$ cat config.mk
export PLATFORM = sky130hd
export DESIGN_NAME = issue_scoreboard
export DESIGN_NICKNAME = d
export VERILOG_FILES = /design/src/rtl/issue_scoreboard.sv
export SDC_FILE = /design/constraint.sdc
export NUM_CORES = 1
export LEC_CHECK = 0
export ABC_AREA = 1
export CAP_MARGIN = 20
export CELL_PAD_IN_SITES_DETAIL_PLACEMENT = 0
export CELL_PAD_IN_SITES_GLOBAL_PLACEMENT = 1
export CORE_UTILIZATION = 35
export DETAILED_ROUTE_END_ITERATION = 12
export GPL_TIMING_DRIVEN = 0
export PLACE_DENSITY = 0.76
export SKIP_LAST_GASP = 1
export SYNTH_ARGS = -nofsm -noshare
export SYNTH_HDL_FRONTEND = slang
export SYNTH_SLANG_ARGS = --single-unit
$ cat constraint.sdc
create_clock -name clk -period 5.35 [get_ports clk]
set_clock_uncertainty 0.1 [all_clocks]
set_input_delay 1.07 -clock clk [delete_from_list [all_inputs] [get_ports clk]]
set_output_delay 1.07 -clock clk [all_outputs]
set_load 0.05 [all_outputs]
$ cat src/rtl/issue_scoreboard.sv
// Register-dependency scoreboard and issue controller for the decode stage.
// Optional macro FORWARDING_EN: RAW stalls only on load-use; otherwise on any busy source.
module issue_scoreboard #(
   parameter int NUM_REGS     = 32,
   parameter int REG_ID_W     = 5,
   parameter int MAX_INFLIGHT = 3
) (
   input  logic                clk,
   input  logic                reset_n,
   input  logic                id_valid,
   input  logic [REG_ID_W-1:0] id_rs1,
   input  logic [REG_ID_W-1:0] id_rs2,
   input  logic                id_uses_rs1,
   input  logic                id_uses_rs2,
   input  logic [REG_ID_W-1:0] id_rd,
   input  logic                id_reg_write,
   input  logic                id_is_load,
   input  logic                wb_write_en,
   input  logic [REG_ID_W-1:0] wb_write_id,
   input  logic                kill_en,
   input  logic [REG_ID_W-1:0] kill_id,
   output logic                stall,
   output logic                issue,
   output logic [NUM_REGS-1:0] busy_mask,
   output logic                sb_error
);

   localparam int CW = $clog2(MAX_INFLIGHT + 1);

   logic [CW-1:0] cnt_q [NUM_REGS];
   logic [CW-1:0] cnt_d [NUM_REGS];
   logic          sb_error_q, sb_error_d;
   logic          track;
   logic          src1_used, src2_used;
   logic          raw, waw;

   assign src1_used = id_uses_rs1 && (id_rs1 != '0);
   assign src2_used = id_uses_rs2 && (id_rs2 != '0);
   assign waw       = id_reg_write && (id_rd != '0) && (cnt_q[id_rd] == CW'(MAX_INFLIGHT));

`ifdef FORWARDING_EN
   logic                ll_valid_q, ll_valid_d;
   logic [REG_ID_W-1:0] ll_rd_q, ll_rd_d;

   assign raw = ll_valid_q && ((src1_used && (id_rs1 == ll_rd_q)) ||
                               (src2_used && (id_rs2 == ll_rd_q)));

   always_comb begin
      ll_valid_d = ll_valid_q;
      ll_rd_d    = ll_rd_q;
      if (track && id_is_load) begin
         ll_valid_d = 1'b1;
         ll_rd_d    = id_rd;
      end else begin
         ll_valid_d = 1'b0;
      end
   end

   always_ff @(posedge clk or negedge reset_n) begin
      if (!reset_n) begin
         ll_valid_q <= 1'b0;
         ll_rd_q    <= '0;
      end else begin
         ll_valid_q <= ll_valid_d;
         ll_rd_q    <= ll_rd_d;
      end
   end

   // A kill of the held load cannot coincide with a new load issue keeping it, so the
   // unconditional reload above already clears last_load_valid in that cycle.
   logic unused_kill_fwd;
   assign unused_kill_fwd = kill_en;
`else
   assign raw = (src1_used && (cnt_q[id_rs1] != '0)) ||
                (src2_used && (cnt_q[id_rs2] != '0));

   logic unused_is_load;
   assign unused_is_load = id_is_load;
`endif

   assign stall = id_valid && (raw || waw);
   assign issue = id_valid && !stall;
   assign track = issue && id_reg_write && (id_rd != '0);

   always_comb begin
      int nxt;
      sb_error_d = sb_error_q;
      cnt_d[0]   = '0;
      for (int unsigned r = 1; r < NUM_REGS; r++) begin
         nxt = int'(cnt_q[r]);
         if (track && (id_rd == REG_ID_W'(r)))             nxt = nxt + 1;
         if (wb_write_en && (wb_write_id == REG_ID_W'(r))) nxt = nxt - 1;
         if (kill_en && (kill_id == REG_ID_W'(r)))         nxt = nxt - 1;
         // Saturate at both ends and latch the error sticky.
         if (nxt < 0) begin
            nxt        = 0;
            sb_error_d = 1'b1;
         end else if (nxt > MAX_INFLIGHT) begin
            nxt        = MAX_INFLIGHT;
            sb_error_d = 1'b1;
         end
         cnt_d[r] = CW'(nxt);
      end
   end

   always_ff @(posedge clk or negedge reset_n) begin
      if (!reset_n) begin
         for (int unsigned r = 0; r < NUM_REGS; r++) cnt_q[r] <= '0;
         sb_error_q <= 1'b0;
      end else begin
         for (int unsigned r = 0; r < NUM_REGS; r++) cnt_q[r] <= cnt_d[r];
         sb_error_q <= sb_error_d;
      end
   end

   always_comb begin
      busy_mask = '0;
      for (int unsigned r = 1; r < NUM_REGS; r++) busy_mask[r] = (cnt_q[r] != '0);
   end

   assign sb_error = sb_error_q;

endmodule

==> impl_metrics.toml <==
[pwr]
vdd_drop_max_mv = 0.199
leakagePower_nw = 9.32
finalPower_w = 0.00571
power_density_mw_per_mm2 = 371

[clock_tree]
cts.sinks = 63
cts_tree = "yes"
clockBufferDepth = 2
cts_inserted_buffers = 9
clkLatencyLatePin_ns = 0.36
cts-root-buf = "clkbuf_16"
cts.clk_slew.worst_paths_ns = 0.06
htree_levels = 3

[run]
maxCapViolCount = 0

[setup_path]
arrival_ns = 5.30
path_buf_inv = 8
cp-start-kind = "primary input"
crit_required_ns = 5.49
criticalPathCategory = "primary input to flop"
critPathMostFrequentCell = "nand2_1"
crit_slowest_cell = "or2_2"
slowest_delay_ns = 0.30
crit_family = "simple AND/OR/NAND/NOR gates"
cp_max_fo = 8
cp-end-kind = "flop"

[finish]
layout_common_cells = "816 x nand2_1, 508 x inv_1, 304 x nor2_1"
final_common_cell = "nand2_1"
syn_to_final_growth_pct = 16.8
final_nets = 2796
drive_above_1_share = 0.0812

[floorplanning]
die_h_um = 196
rows = 70
core_mm2 = 0.0368
start_util = 0.358
pin_count = 69
die_w_um = 196
die-area_mm2 = 0.0384

[route]
wl_per_cell_um = 16.0
drcViolationCount = 0
drt-initial-drc-count = 1281
viasPerCell = 5.00
vias = 15400
ant_nets = 0
routed_wl_um = 49300
drtPass1Iterations = 6

[synthesis]
synth_area_mm2 = 0.0132
ys.flop_type = "dfrtp_1"
postSynthCellCount = 2504
synthArstFlopShare = 1.00
seq_area_frac_synth = 0.120
synth.avg_cell_area_um2 = 5.26
syn-num-nets = 2693
yosysWarningCount = 0
synth-edff-count = 0
yosysUniqueCellTypes = 40
ys_ff_latch = 63

[grt]
grt_max_degree = 40
gr-usage-all-layers = 0.257
grt_pass1_wl_um = 75700
grt_pass1_vias = 14000
overflow = 0
antenna_found_initial = 1

[timing]
finalCritPeriodShare = 0.965
min_period_ns = 5.16
drv_slew = 0
fmax_ghz = 0.194
setup_viol = 0
hold_viol = 0
fin_hold_ws_ns = 0.409
worst_pin_slew_ns = 1.01
maxSlewHeadroom = 0.325

[place]
dp_hpwl_um = 40100
gp_congestion = 0.997
place.port_buffers = 62

[outcome]
status = "finished, final reports clean"

[hold_path]
hp-class = "flop to flop"
-- path summary, 6_finish.rpt --
kind | from | endpoint | slack, ns | cells after the start
min reg2reg | sb_error$_DFFE_PN0P_ | sb_error$_DFFE_PN0P_ | 0.41 | 2
max in group asynchronous | reset_n | cnt_q[29]$_DFF_PN0_ | 4.04 | 2
min | sb_error$_DFFE_PN0P_ | sb_error$_DFFE_PN0P_ | 0.41 | 2
min in group asynchronous | reset_n | cnt_q[45]$_DFF_PN0_ | 0.54 | 1
max reg2reg | cnt_q[30]$_DFF_PN0_ | sb_error$_DFFE_PN0P_ | 0.66 | 32
max | id_rd[0] | sb_error$_DFFE_PN0P_ | 0.19 | 35
-- synthesized netlist by cell type (all sizes together), types with 2 or more instances --
master,instances,area [µm²]
nand2,850,3210
inv,533,2000
nor2,335,1260
nand3,239,1200
ha,155,1940
o21ai,89,445
dfrtp,63,1580
nor3,38,195
or2,38,238
nand4,36,225
buf,25,189
a31oi,21,131
a21oi,17,85.1
nand3b,15,113
clkbuf,8,30.0
o31a,6,52.6
o211ai,5,37.5
xor2,5,43.8
a21boi,4,30.0
xnor2,4,35.0
a41oi,3,26.3
nor4,3,18.8
o21a,3,22.5
a311oi,2,17.5
clkinv,2,7.51
-- routing by layer --
layer / global-route usage / vias up / share of wire / routed length, µm
li1: - / 7899 / - / -
met1: 0.329 / 7003 / 0.45 / 22300
met2: 0.422 / 398 / 0.44 / 21800
met3: 0.0567 / 95 / 0.068 / 3370
met4: 0.0917 / 0 / 0.038 / 1860
met5: 0 / - / 0 / 0
-- per-stage QoR --
stage	setup slack, ns	TNS (ns)	cells	utilization	instance area [µm²]
2_1_floorplan	0.694	0	2504	-	13200
3_3_place_gp	-1.17	-25.95	3034	0.391	14400
3_5_place_dp	-1.23	-27.28	3035	0.391	14400
4_1_cts	0.00896	0	3064	0.406	14900
5_1_grt	-0.0161	-0.0161	3079	0.418	15400
6_report	0.188	0	3080	0.418	15400
-- cell families after synthesis --
group,count (synthesis),synth area share
AO/OA/AOI/OAI,153,0.0662
XOR/XNOR,9,0.00599
adder cells (fa/ha/maj),155,0.147
buffers and inverters,568,0.169
flip-flops,63,0.120
other,1,0.000285
AND/OR/NAND/NOR,1555,0.491
-- state kept, by name, indices dropped and copies added (netlist names) --
name,count
cnt_q,62
sb_error,1
-- what timing repair did --
item | CTS | global route
endpoints found under the setup margin | 46 | 9
pin swaps | 6 | 36
gates resized for setup | 60 | 95
hold buffers | 0 | 0
gates cloned | 0 | 2
buffers inserted | 14 | 13
-- power by group --
| group | switching (W) | internal [W] | total, W |
|---|---|---|---|
| clock network | 0.000240 | 0.000324 | 0.000564 |
| registers | 0.000358 | 0.000711 | 0.00107 |
| logic | 0.00265 | 0.00142 | 0.00408 |
-- worst min-delay path: cells and delay by family (launching register included) --
kind | cells | cell delay, ns
buffers and inverters | 1 | 0.05
DFF | 1 | 0.37
and+or+nand+nor | 1 | 0.06
-- area by class of cell --
cell class	instances	area, µm²
fill	4121	21400
multi-input combinational	1873	9630
inverter	535	2020
sequential	63	1580
timing repair buffer	92	932
tap	468	586
buffer	33	368
clock buffer	14	254
clock inverter	1	5.00
antenna	1	2.50
(Power assumes the default switching activity.)
==> patch: new RTL, config.mk and constraints unchanged <==
Set the parameter `MAX_INFLIGHT` to 2 (it was 3).
--- a/src/rtl/issue_scoreboard.sv
+++ b/src/rtl/issue_scoreboard.sv
@@ -3,7 +3,7 @@
 module issue_scoreboard #(
    parameter int NUM_REGS     = 32,
    parameter int REG_ID_W     = 5,
-   parameter int MAX_INFLIGHT = 3
+   parameter int MAX_INFLIGHT = 2
 ) (
    input  logic                clk,
    input  logic                reset_n,
Check against the original RTL: not settled (the Yosys comparison gave no result); the edit may change what the design does.
==> patch against the unedited design <==
- final area increased by 5.0%
- critical path depth did not move
- first-iteration DRC count is 9.9% higher
- worst setup slack improved by 19 ps
- total power decreased by 0.77%
- sequential cell count did not move
- wire length increased by 15%
- critical endpoint unchanged
- sequential power is 9% lower
- synthesized area is 2.3% higher
==> patch: results <==
export IMPL_antenna_found_initial=0
export IMPL_rrSetupSlack_ps=700
export IMPL_hold_path_class="in -> async"
export IMPL_grt_max_degree=34
export IMPL_cp_max_fo=10
export IMPL_nets=2900
export IMPL_synth_area_top_cells="nand2_1, ha_1, inv_1"
export IMPL_internal_power_uw=2470
export IMPL_worst_slew_pin_slew_ps=1040
export IMPL_ir_drop_uv=240
export IMPL_grt_pass1_vias=15400
export IMPL_crit_start="id_rs1[0]"
export IMPL_syn_num_nets=2777
export IMPL_p_sw_uw=3190
export IMPL_vias=16700
export IMPL_run_status="finished, final reports clean"
export IMPL_r2r_cells=33
export IMPL_synthCells=2588
export IMPL_routed_via_density=5.16
export IMPL_cp_arrival_ps=5290
export IMPL_n_antenna_cell=0
export IMPL_yosysSeqAreaShare_pct=11.7
export IMPL_drtIter0Drc=1408
export IMPL_port_buffers=65
export IMPL_numPlacedInstances=3166
export IMPL_n_fill_cell=4220
export IMPL_drive_gt1_share_pct=9.54
export IMPL_finalWirelength_um=56800
export IMPL_synth_commonest_cells="nand2_1, inv_1, nor2_1"
export IMPL_p_leak_uw=0.00929
export IMPL_grt_usage_pct=29.0
export IMPL_p_comb_share_pct=70.8
export IMPL_ys_types=37
==> patch: final cells by class <==
cell class / count / area, um2 / area share, %
Clock buffer: 13 / 260 / 1.61
Buffer: 40 / 439 / 2.72
Tap cell: 511 / 639 / 3.96
Sequential cell: 63 / 1580 / 9.76
Timing Repair Buffer: 112 / 1070 / 6.65
Clock inverter: 3 / 65.1 / 0.403
Inverter: 490 / 1860 / 11.5
Multi-Input combinational cell: 1995 / 10200 / 63.4
==> patch: cells by family after synthesis <==
group	after synthesis	synth area share, %
XOR/XNOR	1	0.0650
flip-flops	63	11.7
buffers and inverters	530	15.3
AND/OR/NAND/NOR	1736	54.3
AO/OA/AOI/OAI	102	4.23
other	1	0.0278
adder cells (fa/ha/maj)	155	14.4
==> patch: metal layers <==
metal | vias to the layer above | share of wire (%) | track usage, %
li1 | 8283 | - | -
met1 | 7604 | 44 | 37.4
met2 | 632 | 44 | 47.3
met3 | 134 | 8.2 | 5.30
met4 | 0 | 4.4 | 11.7
met5 | - | 0 | 0
==> patch: per-stage QoR <==
stage	setup slack (ps)	TNS, ps	utilization, %	hold slack [ps]	instance area [um2]
after floorplan	717	0	-	533	13500
after global placement	-2760	-80270	39.1	638	14800
after detailed placement	-2270	-74080	39.2	624	14800
after CTS	7.06	0	41.7	571	15700
after global routing	-47.8	-47.8	42.8	604	16200
final	207	0	42.8	558	16200
==> patch: critical path: cells and delay by family <==
kind	cells	cell delay (ps)
adders and majority gates	2	480
and+or+nand+nor	24	2720
buffers and inverters	8	910
AOI/OAI and AO/OA	1	90
==> patch: timing repair <==
| item | 4_1_cts | 5_1_grt |
|---|---|---|
| cloned | 2 | 1 |
| endpoints found under the setup margin | 65 | 9 |
| setup buffers | 31 | 11 |
| pin swaps | 12 | 35 |
| gates resized for setup | 130 | 116 |
